$ cat src/rtl/tick_counter_pkg.sv
// Shared constants for the tick_counter timebase divider.
// Holds the default datapath width used by the counter and its bus interface.
package tick_counter_pkg;

  // Default width of the modulus input and count output.
  localparam int unsigned TC_WIDTH = 16;

endpackage : tick_counter_pkg

$ cat src/rtl/tick_counter_if.sv
// Bus between a tick_counter and its consumer.
// Carries the modulus, the running count and the terminal-count tick.
interface tick_counter_if
  import tick_counter_pkg::*;
#(
  parameter int unsigned WIDTH = TC_WIDTH
) ();

  logic [WIDTH-1:0] times;
  logic [WIDTH-1:0] cnt;
  logic             c;

  // The consumer supplies the period and reads back the count and tick.
  modport master (
    output times,
    input  cnt,
    input  c
  );

  modport slave (
    input  times,
    output cnt,
    output c
  );

endinterface : tick_counter_if

$ cat src/rtl/tick_counter.sv
// Free-running modulo-N cycle counter with a registered one-cycle tick.
// The period N is read from the bus every cycle, so it may change at run time.
module tick_counter
  import tick_counter_pkg::*;
#(
  parameter int unsigned WIDTH = TC_WIDTH
) (
  input  logic           clk,
  input  logic           reset,
  tick_counter_if.slave  bus
);

  // NOTE: declaration initialisers give the power-up value; users may tie
  // reset low, so the registers must start at zero without it.
  logic [WIDTH-1:0] cnt_q = '0;
  logic             c_q   = 1'b0;
  logic [WIDTH-1:0] cnt_d;
  logic             c_d;
  logic             at_terminal;

  // cnt + 1 >= times is cnt >= times - 1 without the subtraction; the extra
  // bit keeps cnt = all-ones from wrapping and makes times = 0 always wrap.
  assign at_terminal = ({1'b0, cnt_q} + (WIDTH + 1)'(1)) >= {1'b0, bus.times};

  // NOTE: every combinational output gets its default first so no path
  // leaves it unassigned, which would infer a latch.
  always_comb begin
    cnt_d = cnt_q + WIDTH'(1);
    c_d   = 1'b0;
    if (at_terminal) begin
      cnt_d = '0;
      c_d   = 1'b1;
    end
  end

  // NOTE: sequential state uses non-blocking assignments so every flop
  // samples the values from before this edge.
  always_ff @(posedge clk) begin
    if (reset) begin
      cnt_q <= '0;
      c_q   <= 1'b0;
    end else begin
      cnt_q <= cnt_d;
      c_q   <= c_d;
    end
  end

  assign bus.cnt = cnt_q;
  assign bus.c   = c_q;

endmodule : tick_counter

$ cat src/flat_wrapper.sv
// flat-port wrapper written by rule: the top's interface ports become plain ports
module tick_counter_flat import tick_counter_pkg::*;
#(
  parameter int unsigned WIDTH = TC_WIDTH
)
  (clk, reset, bus_times, bus_cnt, bus_c);
  tick_counter_if #(.WIDTH(WIDTH)) bus_i ();
  input  logic clk;
  input  logic reset;
  input wire logic [$bits(bus_i.times)-1:0] bus_times;
  output wire logic [$bits(bus_i.cnt)-1:0] bus_cnt;
  output wire logic [$bits(bus_i.c)-1:0] bus_c;
  assign bus_i.times = bus_times;
  assign bus_cnt = bus_i.cnt;
  assign bus_c = bus_i.c;
  tick_counter #(.WIDTH(WIDTH)) u_core (.clk(clk), .reset(reset), .bus(bus_i));
endmodule
$ cat config.mk
export PLATFORM = sky130hd
export DESIGN_NAME = tick_counter_flat
export DESIGN_NICKNAME = d
export VERILOG_FILES = /design/src/rtl/tick_counter_pkg.sv /design/src/rtl/tick_counter_if.sv /design/src/rtl/tick_counter.sv /design/src/flat_wrapper.sv
export SDC_FILE = /design/constraint.sdc
export NUM_CORES = 1
export LEC_CHECK = 0
export CAP_MARGIN = 10
export CORE_UTILIZATION = 50
export CTS_CLUSTER_SIZE = 16
export DETAILED_ROUTE_END_ITERATION = 8
export PLACE_DENSITY = 0.9
export REMOVE_ABC_BUFFERS = 1
export SYNTH_ARGS = -nofsm -noshare
export SYNTH_HDL_FRONTEND = slang
export SYNTH_SLANG_ARGS = --single-unit
$ cat constraint.sdc
create_clock -name clk -period 6.15 [get_ports clk]
set_input_delay 0.615 -clock clk [delete_from_list [all_inputs] [get_ports clk]]
set_output_delay 0.615 -clock clk [all_outputs]
set_load 0.005 [all_outputs]
==> results of run 1 <==
==> worst register-to-register path, stage by stage, from the launching register on <==
cell and delay [ps]:
dfxtp_1 450, ha_1 250, nand4_1 150, or3_1 390, nor2_1 170, xnor2_1 120
ha_1 310, nand4_1 180, or2_2 350, o211ai_2 660, nor2b_1 220
==> worst min path at each step <==
stage                            from                 to  slack, ps
finish              u_core.bus.cnt[0]  u_core.bus.cnt[0]        580
floorplan           u_core.bus.cnt[0]  u_core.bus.cnt[0]        520
global route        u_core.bus.cnt[0]  u_core.bus.cnt[0]        610
detailed placement  u_core.bus.cnt[0]  u_core.bus.cnt[0]        550
global placement    u_core.bus.cnt[0]  u_core.bus.cnt[0]        530
CTS                 u_core.bus.cnt[0]  u_core.bus.cnt[0]        570
==> registers in the layout (all words and copies together), names as in the netlist <==
signal / flops
u_core.bus.cnt: 16
u_core.bus.c: 1
==> Yosys cell counts (all sizes together) (2+ instances only) <==
cell	count
xnor2	7
nand4	6
or2	2
ha	17
inv	19
a21oi	5
nor2	7
dfxtp	17
buf	2
nand3	8
nand2	7
xor2	7
nor3b	15
nor3	3
nor4	2
==> placed cells by master (no fill, tap or decap), types with 2 or more instances in the layout <==
cell              n
a21oi_1           5
clkbuf_4          3
clkdlybuf4s50_1  34
dfxtp_1          17
ha_1             17
inv_1            19
nand2_1           6
nand3_1           8
nand4_1           6
nor2_1            7
nor3_1            2
nor3b_1          12
nor3b_2           3
nor4_1            2
or2_2             2
xnor2_1           7
xor2_1            7
==> power breakdown <==
| part | internal (mW) | total, mW | switching [mW] |
|---|---|---|---|
| combinational | 0.0193 | 0.0320 | 0.0127 |
| clock | 0.0243 | 0.0624 | 0.0381 |
| sequential | 0.112 | 0.114 | 0.00241 |
==> layer usage <==
| layer | wire length (µm) | vias to the layer above | GRT usage [%] |
|---|---|---|---|
| li1 | - | 545 | - |
| met1 | 1190 | 521 | 26.8 |
| met2 | 1290 | 31 | 40.7 |
| met3 | 109 | 8 | 3.94 |
| met4 | 45 | 0 | 10.6 |
| met5 | 0 | - | 0 |
==> per-stage QoR <==
| stage | instances | setup slack (ps) | instance area (µm²) |
|---|---|---|---|
| after global placement | 197 | 3120 | 1550 |
| after detailed placement | 197 | 2970 | 1550 |
| after global routing | 201 | 2610 | 1580 |
| after CTS | 201 | 2920 | 1580 |
| final | 201 | 2840 | 1580 |
| after floorplan | 135 | 3390 | 1180 |
==> layout make-up <==
class / count / area [µm²] / share of cell area (%)
Clock buffer: 3 / 22.5 / 1.43
Clock inverter: 1 / 5.00 / 0.317
Inverter: 19 / 71.3 / 4.52
Multi-Input combinational cell: 99 / 764 / 48.4
Sequential cell: 17 / 340 / 21.6
Tap cell: 28 / 35.0 / 2.22
Timing Repair Buffer: 34 / 340 / 21.6
==> logic make-up (layout without fill, tap and decap cells) <==
family                     after synthesis  count (layout)  share of synthesized area (%)
adders and majority gates               17              17                           17.9
buffers and inverters                   22              57                           7.05
xor gates and xnor gates                14              14                           10.3
AOI/OAI and AO/OA                       12              12                           6.84
DFF                                     17              17                           28.6
and+or+nand+nor                         56              56                           29.3
==> results_dict.tcl, run 1 <==
set metrics [dict create \
    core_um2 2230 \
    powerDensity_nw_per_um2 132 \
    synth.area.top_cells "dfxtp_1, ha_1, nor3b_1, inv_1, xnor2_1" \
    cap_violations 0 \
    p_leak_nw 0.688 \
    slew_headroom_pct 46.6 \
    vias 1105 \
    endpoint_kind "flip-flop" \
    clkTransAtPathRegs_ps 100 \
    num_rows 17 \
    status "completed" \
    final_core_util_pct 70.7 \
    cp_num_cells 10 \
    h-tree-depth 1 \
    antenna_left 0 \
    synth.distinct_cells 33 \
    setup.worst_path.end "u_core.bus.c" \
    routed_wl_um 2640 \
    ys_seq_area_share_pct 28.6 \
    cts_buffer_depth 2 \
    crit_buf_inv 0 \
    final_layout_size_suffix_gt1_share_pct 7.51 \
    wl_per_cell_um 13.1 \
    grt_pass1_vias 1062 \
    synth_edf_count 0 \
    netlist_instances 138 \
    max_freq_ghz 0.302 \
    cp.required_ps 6380 \
    area_growth_pct 32.8 \
    startpoint "u_core.bus.cnt[0]" \
    antenna_found_initial 0 \
    min_path_type "flip-flop to flip-flop" \
    cp-start-kind "flip-flop" \
    finalCritPeriodShare_pct 53.9 \
    fin_setup_tns_ps 0 \
    netlist_area_um2 1190 \
    cts_tree "done" \
    drt_iter0_markers 16 \
    io_pins 35 \
    rr_startpoint "u_core.bus.cnt[0]" \
    r2r_slack_ps 2840 \
    min_period_ps 3310 \
    whs_ps 576 \
    grt_setup_unrepaired "no" \
    finalSetupViolations 0 \
    crit_family "simple AND/OR/NAND/NOR gates" \
    grt_pass1_wl_um 4460 \
    yosysTopAreaCell "dfxtp_1" \
    clock-sinks 17 \
    crit_chain "ha_1 > nand4_1 > or3_1 > nor2_1 > xnor2_1 > ha_1 > nand4_1 > or2_2 > o211ai_2 > nor2b_1" \
    track_usage_pct 23.1 \
    path_max_fanout 17 \
    port_buffers 34 \
    reg2reg_depth 10 \
    synth_seq_cells 17 \
    hpwl_um 2080 \
    whs_path_depth 1 \
    cts_resized 0 \
    slew_violations 0 \
    antenna_cells 0 \
    postCtsSetupRepairBufs 0 \
    grt_overflow 0 \
    worstPathArrival_ps 3540 \
    numCtsBuffers 3 \
    dr.pass1.iters 6 \
    clock_latency_ps 300 \
    die_h_um 50.8 \
    initial_core_util_pct 53.2 \
    post_cts_hold_buffer_count 0 \
    gp_congestion 0.840 \
    finalPower_mw 0.209 \
    nFillCells 171 \
    drcViolationCount 0 \
    syn_avg_cell_area_um2 8.61 \
    cp_slowest_cell "o211ai_2" \
    routed_via_density 5.50 \
    slowest_delay_ps 660 \
    skew_ps 2.97 \
    die_w_um 50.8 \
    ys.flop_type "dfxtp_1" \
    grt_max_degree 18 \
    synth_top_area_share_pct 28.6 \
    ir_drop_uv 154 \
    hold_viol_final 0 \
    critical_path_class "flip-flop to flip-flop" \
    clock-root-buffer "clkbuf_4" \
    yosys_warnings 0 \
    async_reset_ff_share_pct 0 \
    fin_nets 209 \
    die-area_um2 2580 \
    worst_slew_pin_slew_ps 798 \
    r2r-end "u_core.bus.c" \
]
Note: power is estimated with default switching activity, not from simulation.
==> run 2: changes to the inputs <==
--- a/config.mk
+++ b/config.mk
@@ -6,10 +6,10 @@
 export NUM_CORES = 1
 export LEC_CHECK = 0
 export CAP_MARGIN = 10
-export CORE_UTILIZATION = 50
+export CORE_UTILIZATION = 47
 export CTS_CLUSTER_SIZE = 16
 export DETAILED_ROUTE_END_ITERATION = 8
-export PLACE_DENSITY = 0.9
+export PLACE_DENSITY = 0.86
 export REMOVE_ABC_BUFFERS = 1
 export SYNTH_ARGS = -nofsm -noshare
 export SYNTH_HDL_FRONTEND = slang
==> constraint.sdc (replaced) <==
create_clock -name clk -period 3.1 [get_ports clk]
set_input_delay 0.31 -clock clk [delete_from_list [all_inputs] [get_ports clk]]
set_output_delay 0.31 -clock clk [all_outputs]
set_load 0.005 [all_outputs]
==> run 2 against run 1 <==
Compared with the run above: via count stayed put; fmax up 12%; register-to-register slack got worse by 2700 ps; critical endpoint is now u_core.bus.cnt[1].
==> results_dict.tcl, run 2 (synthesis results as in run 1) <==
set metrics [dict create \
    multi_input_area_um2 808 \
    finalCritPeriodShare_pct 95.1 \
    path_max_fanout 17 \
    finalSetupViolations 0 \
    antenna_found_initial 0 \
    whs_path_depth 1 \
    final_common_cell "clkdlybuf4s50_1" \
    clock-root-buffer "clkbuf_4" \
    initial_core_util_pct 51.7 \
    track_usage_pct 21.8 \
    routed_via_density 5.39 \
    cp.required_ps 3300 \
    clkTransAtPathRegs_ps 100 \
    h-tree-depth 1 \
    r2r-end "u_core.bus.cnt[1]" \
    post_cts_hold_buffer_count 0 \
    clock_latency_ps 290 \
    cp-start-kind "flip-flop" \
    final_core_util_pct 72.5 \
    r2r_slack_ps 150 \
    p_leak_nw 0.717 \
    slew_violations 0 \
    rr_startpoint "u_core.bus.cnt[3]" \
    cts_tree "done" \
    grt_overflow 0 \
    final_cell_mix "clkdlybuf4s50_1, inv_1, ha_1, dfxtp_1, nor3b_1" \
    finalPower_mw 0.414 \
    vias 1105 \
    cp_slowest_cell "or4_4" \
    gp_congestion 0.880 \
    hold_end "u_core.bus.cnt[0]" \
    instances_no_fill 205 \
    grt_pass1_wl_um 4420 \
    drcViolationCount 0 \
    worst_slew_pin_slew_ps 685 \
    antenna_cells 0 \
    crit_family "simple AND/OR/NAND/NOR gates" \
    crit_buf_inv 1 \
    whs_ps 489 \
    final_layout_size_suffix_gt1_share_pct 12.4 \
    ir_drop_uv 200 \
    largest_register_ffs 16 \
    hold_viol_final 0 \
    cts_buffer_depth 2 \
    placed_area_um2 1570 \
    reg2reg_depth 11 \
    final_design_area_no_fill_um2 1670 \
    io_pins 35 \
    clock-sinks 17 \
    placed_cells 200 \
    endpoint_kind "flip-flop" \
    slowest_delay_ps 570 \
    cap_violations 0 \
    num_rows 17 \
    min_path_type "flip-flop to flip-flop" \
    dr.pass1.iters 4 \
    die_h_um 52.3 \
    core_um2 2300 \
    drt_iter0_markers 31 \
    critical_path_class "flip-flop to flip-flop" \
    min_period_ps 2950 \
    antenna_left 0 \
    wl_per_cell_um 13.7 \
    numCtsBuffers 3 \
    startpoint "u_core.bus.cnt[3]" \
    fin_nets 213 \
    die_w_um 52.3 \
    final-seq-area_um2 343 \
    nFillCells 166 \
    max_freq_ghz 0.339 \
    routed_wl_um 2800 \
    hp-start "u_core.bus.cnt[0]" \
    powerDensity_nw_per_um2 248 \
    area_growth_pct 40.2 \
    skew_ps 1.59 \
    crit_chain "nand2_1 > or4_4 > nor2_1 > xor2_1 > ha_1 > a21oi_1 > a21boi_0 > o31ai_2 > o211ai_4 > buf_12 > nor3b_1" \
    status "completed" \
    hpwl_um 2140 \
    slew_headroom_pct 54.2 \
    worstPathArrival_ps 3150 \
    port_buffers 34 \
    grt_pass1_vias 1052 \
    grt_max_degree 18 \
    die-area_um2 2730 \
]
run 2: cell types whose count changed in the layout (fill, tap and decap cells not counted), sizes merged:
cell	delta
clkinv	-1
clkbuf	+1
buf	+4
run 2: through the flow:
step,setup WS (ps),setup TNS (ps)
finish,153,0
detailed placement,-27.2,-56.8
global placement,98.6,0
global route,-54.7,-196
floorplan,336,0
CTS,37.3,0
run 2: cell type report:
cell class              instances  share of cell area (%)
clock buffers                   4                    1.58
well taps                      28                    2.10
repair buffers                 38                    23.0
inverters                      19                    4.28
multi-input cells              99                    48.5
flip-flops and latches         17                    20.6
run 2: where the power goes:
part | switching (mW) | internal (mW) | total (mW)
Combinational | 0.0293 | 0.0401 | 0.0694
Clock | 0.0690 | 0.0500 | 0.119
Sequential | 0.00373 | 0.222 | 0.226
Total | 0.102 | 0.312 | 0.414
run 2: worst max-delay path by stage:
stage	endpoint	cells past startpoint
after detailed placement	u_core.bus.cnt[1]	11
after global placement	u_core.bus.c	10
after floorplan	u_core.bus.c	10
after global routing	u_core.bus.cnt[3]	11
final	u_core.bus.cnt[1]	11
after CTS	u_core.bus.cnt[1]	11
run 2: worst register-to-register path, stage by stage, from the launching register on:
cell and delay [ps]:
dfxtp_1 430, nand2_1 100, or4_4 570, nor2_1 140
xor2_1 210, ha_1 290, a21oi_1 170, a21boi_0 130
o31ai_2 320, o211ai_4 130, buf_12 170, nor3b_1 200
run 2: per-layer routing:
metal  GRT usage (%)  vias up  share of wire, %
li1                -      555                 -
met3            4.06        2               4.7
met2            36.9       38                51
met1            27.4      510                44
met4            7.46        0              0.75
met5               0        -                 0
run 2: repair_timing:
item,4_1_cts,5_1_grt
endpoints found under the setup margin,13,17
gates resized for setup,2,6
setup buffers,0,1
pin swaps,0,1
==> run 3: changes to the inputs <==
==> constraint.sdc (replaced) <==
create_clock -name clk -period 3.1 [get_ports clk]
set_input_delay 0.775 -clock clk [delete_from_list [all_inputs] [get_ports clk]]
set_output_delay 0.775 -clock clk [all_outputs]
set_load 0.005 [all_outputs]
==> run 3 against run 2 <==
Compared with the run above: cell area increased by 0.15%; total power increased by 1.1%; critical path depth unchanged; core utilization increased by 0.11 points; highest routed layer unchanged; clock power increased by 4%; die area unchanged; fmax decreased by 3.0%; sequential power about the same; sequential cell count unchanged; sequential share of layout area increased by 0.19 points.
==> results_dict.tcl, run 3 (synthesis results as in run 1) <==
set metrics [dict create \
    area_growth_pct 40.4 \
    antenna_left 0 \
    fin_nets 216 \
    status "completed" \
    grt_pass1_vias 1120 \
    die_w_um 52.3 \
    p_int_mw 0.312 \
    slowest_delay_ps 480 \
    grt_max_degree 18 \
    routed_via_density 5.38 \
    ir_drop_uv 278 \
    wl_per_cell_um 13.8 \
    vias 1118 \
    slew_headroom_pct 57.2 \
    gp_congestion 0.867 \
    numCtsBuffers 3 \
    final_cell_mix "clkdlybuf4s50_1, inv_1, ha_1, nor3b_1, dfxtp_1" \
    clkTransAtPathRegs_ps 110 \
    largest_register_ffs 16 \
    worst_slew_pin_slew_ps 640 \
    cts_buffer_depth 2 \
    track_usage_pct 22.6 \
    crit_chain "nand3_1 > or4_4 > nor2_1 > xor2_1 > ha_1 > a21oi_1 > a21boi_0 > o31ai_1 > o211ai_2 > buf_12 > nor3b_1" \
    clock-root-buffer "clkbuf_4" \
    antenna_cells 0 \
    whs_path_depth 1 \
    dr.pass1.iters 6 \
    routed_wl_um 2870 \
    post_cts_hold_buffer_count 0 \
    max_freq_ghz 0.329 \
    reg2reg_depth 11 \
    port_buffers 34 \
    crit_buf_inv 1 \
    clock_latency_ps 300 \
    skew_ps 10.6 \
    final_design_area_no_fill_um2 1670 \
    crit_family "simple AND/OR/NAND/NOR gates" \
    endpoint_kind "flip-flop" \
    h-tree-depth 1 \
    switching_share_pct 25.4 \
    final_common_cell "clkdlybuf4s50_1" \
    finalCritPeriodShare_pct 98.0 \
    use_met1_pct 23.7 \
    final_layout_size_suffix_gt1_share_pct 15.6 \
    busiest_layer "met2" \
    min_period_ps 3040 \
    cts_tree "done" \
    nFillCells 168 \
    initial_core_util_pct 51.7 \
    finalSetupViolations 0 \
    antenna_found_initial 0 \
    use_met3_pct 6.96 \
    combPwrFrac_pct 16.4 \
    hpwl_um 2270 \
    die-area_um2 2730 \
    grt_overflow 0 \
    core_um2 2300 \
    seqPwrFrac_pct 53.9 \
    die_h_um 52.3 \
    clkPwrFrac_pct 29.7 \
    cp_num_cells 11 \
    io_pins 35 \
    slew_violations 0 \
    clock-sinks 17 \
    drcViolationCount 0 \
    cp_slowest_cell "or4_4" \
    min_path_type "flip-flop to flip-flop" \
    p_leak_nw 0.732 \
    num_rows 17 \
    cp.required_ps 3300 \
    hold_viol_final 0 \
    placed_area_um2 1600 \
    cap_violations 0 \
    gr-usage-met2_pct 42.0 \
    worstPathArrival_ps 3240 \
    whs_ps 460 \
    powerDensity_nw_per_um2 251 \
    cp-start-kind "flip-flop" \
    switchingPower_mw 0.106 \
    drt_iter0_markers 24 \
    setup_ws_ps 61.4 \
    path_max_fanout 15 \
    grt_pass1_wl_um 4600 \
    critical_path_class "flip-flop to flip-flop" \
    pre_cts_ws_ps 136 \
]
-- run 3: changes by cell type in the layout (fill, tap and decap cells not counted), sizes merged --
cell and delta:
clkinvlp +1, buf +3, clkbuf -1
-- run 3: worst paths after layout --
| kind | start | end | slack [ps] |
|---|---|---|---|
| worst max-delay path | u_core.bus.cnt[8] | u_core.bus.cnt[7] | 60 |
| worst min-delay path | u_core.bus.cnt[0] | u_core.bus.cnt[0] | 460 |
| worst max register to register | u_core.bus.cnt[8] | u_core.bus.cnt[7] | 60 |
| worst min register to register | u_core.bus.cnt[0] | u_core.bus.cnt[0] | 460 |
-- run 3: what timing repair did --
item                                    4_1_cts  5_1_grt
endpoints found under the setup margin        0       15
resized for setup                             0        8
buffers inserted                              0        2
-- run 3: metrics by stage --
step | TNS [ps] | power (mW) | utilization (%) | instances
after floorplan | 0 | 0.256 | - | 135
after CTS | 0 | 0.420 | 71.0 | 206
final | 0 | 0.418 | 72.7 | 208
after detailed placement | 0 | 0.298 | 69.7 | 202
after global placement | 0 | 0.295 | 69.7 | 202
after global routing | -881 | 0.436 | 72.7 | 208
-- run 3: layout make-up --
class	count	area, µm²	area share, %
clock buffer	3	22.5	1.35
clock inverter	1	7.51	0.450
inverter	19	71.3	4.27
multi-input combinational	99	781	46.8
sequential	17	347	20.8
tap	28	35.0	2.10
timing repair buffer	41	405	24.3
-- run 3: per-layer routing --
| metal | wire length, µm | vias up |
|---|---|---|
| met5 | 0 | - |
| met4 | 58 | 0 |
| met3 | 129 | 8 |
| met2 | 1490 | 25 |
| met1 | 1190 | 526 |
| li1 | - | 559 |
-- run 3: power by group through the flow --
stage / Sequential (mW) / Combinational [mW] / Clock [mW]
floorplan: 0.231 / 0.0255 / 0
global placement: 0.230 / 0.0652 / 0
detailed placement: 0.230 / 0.0684 / 0
CTS: 0.225 / 0.0686 / 0.126
global route: 0.226 / 0.0762 / 0.134
finish: 0.225 / 0.0687 / 0.124
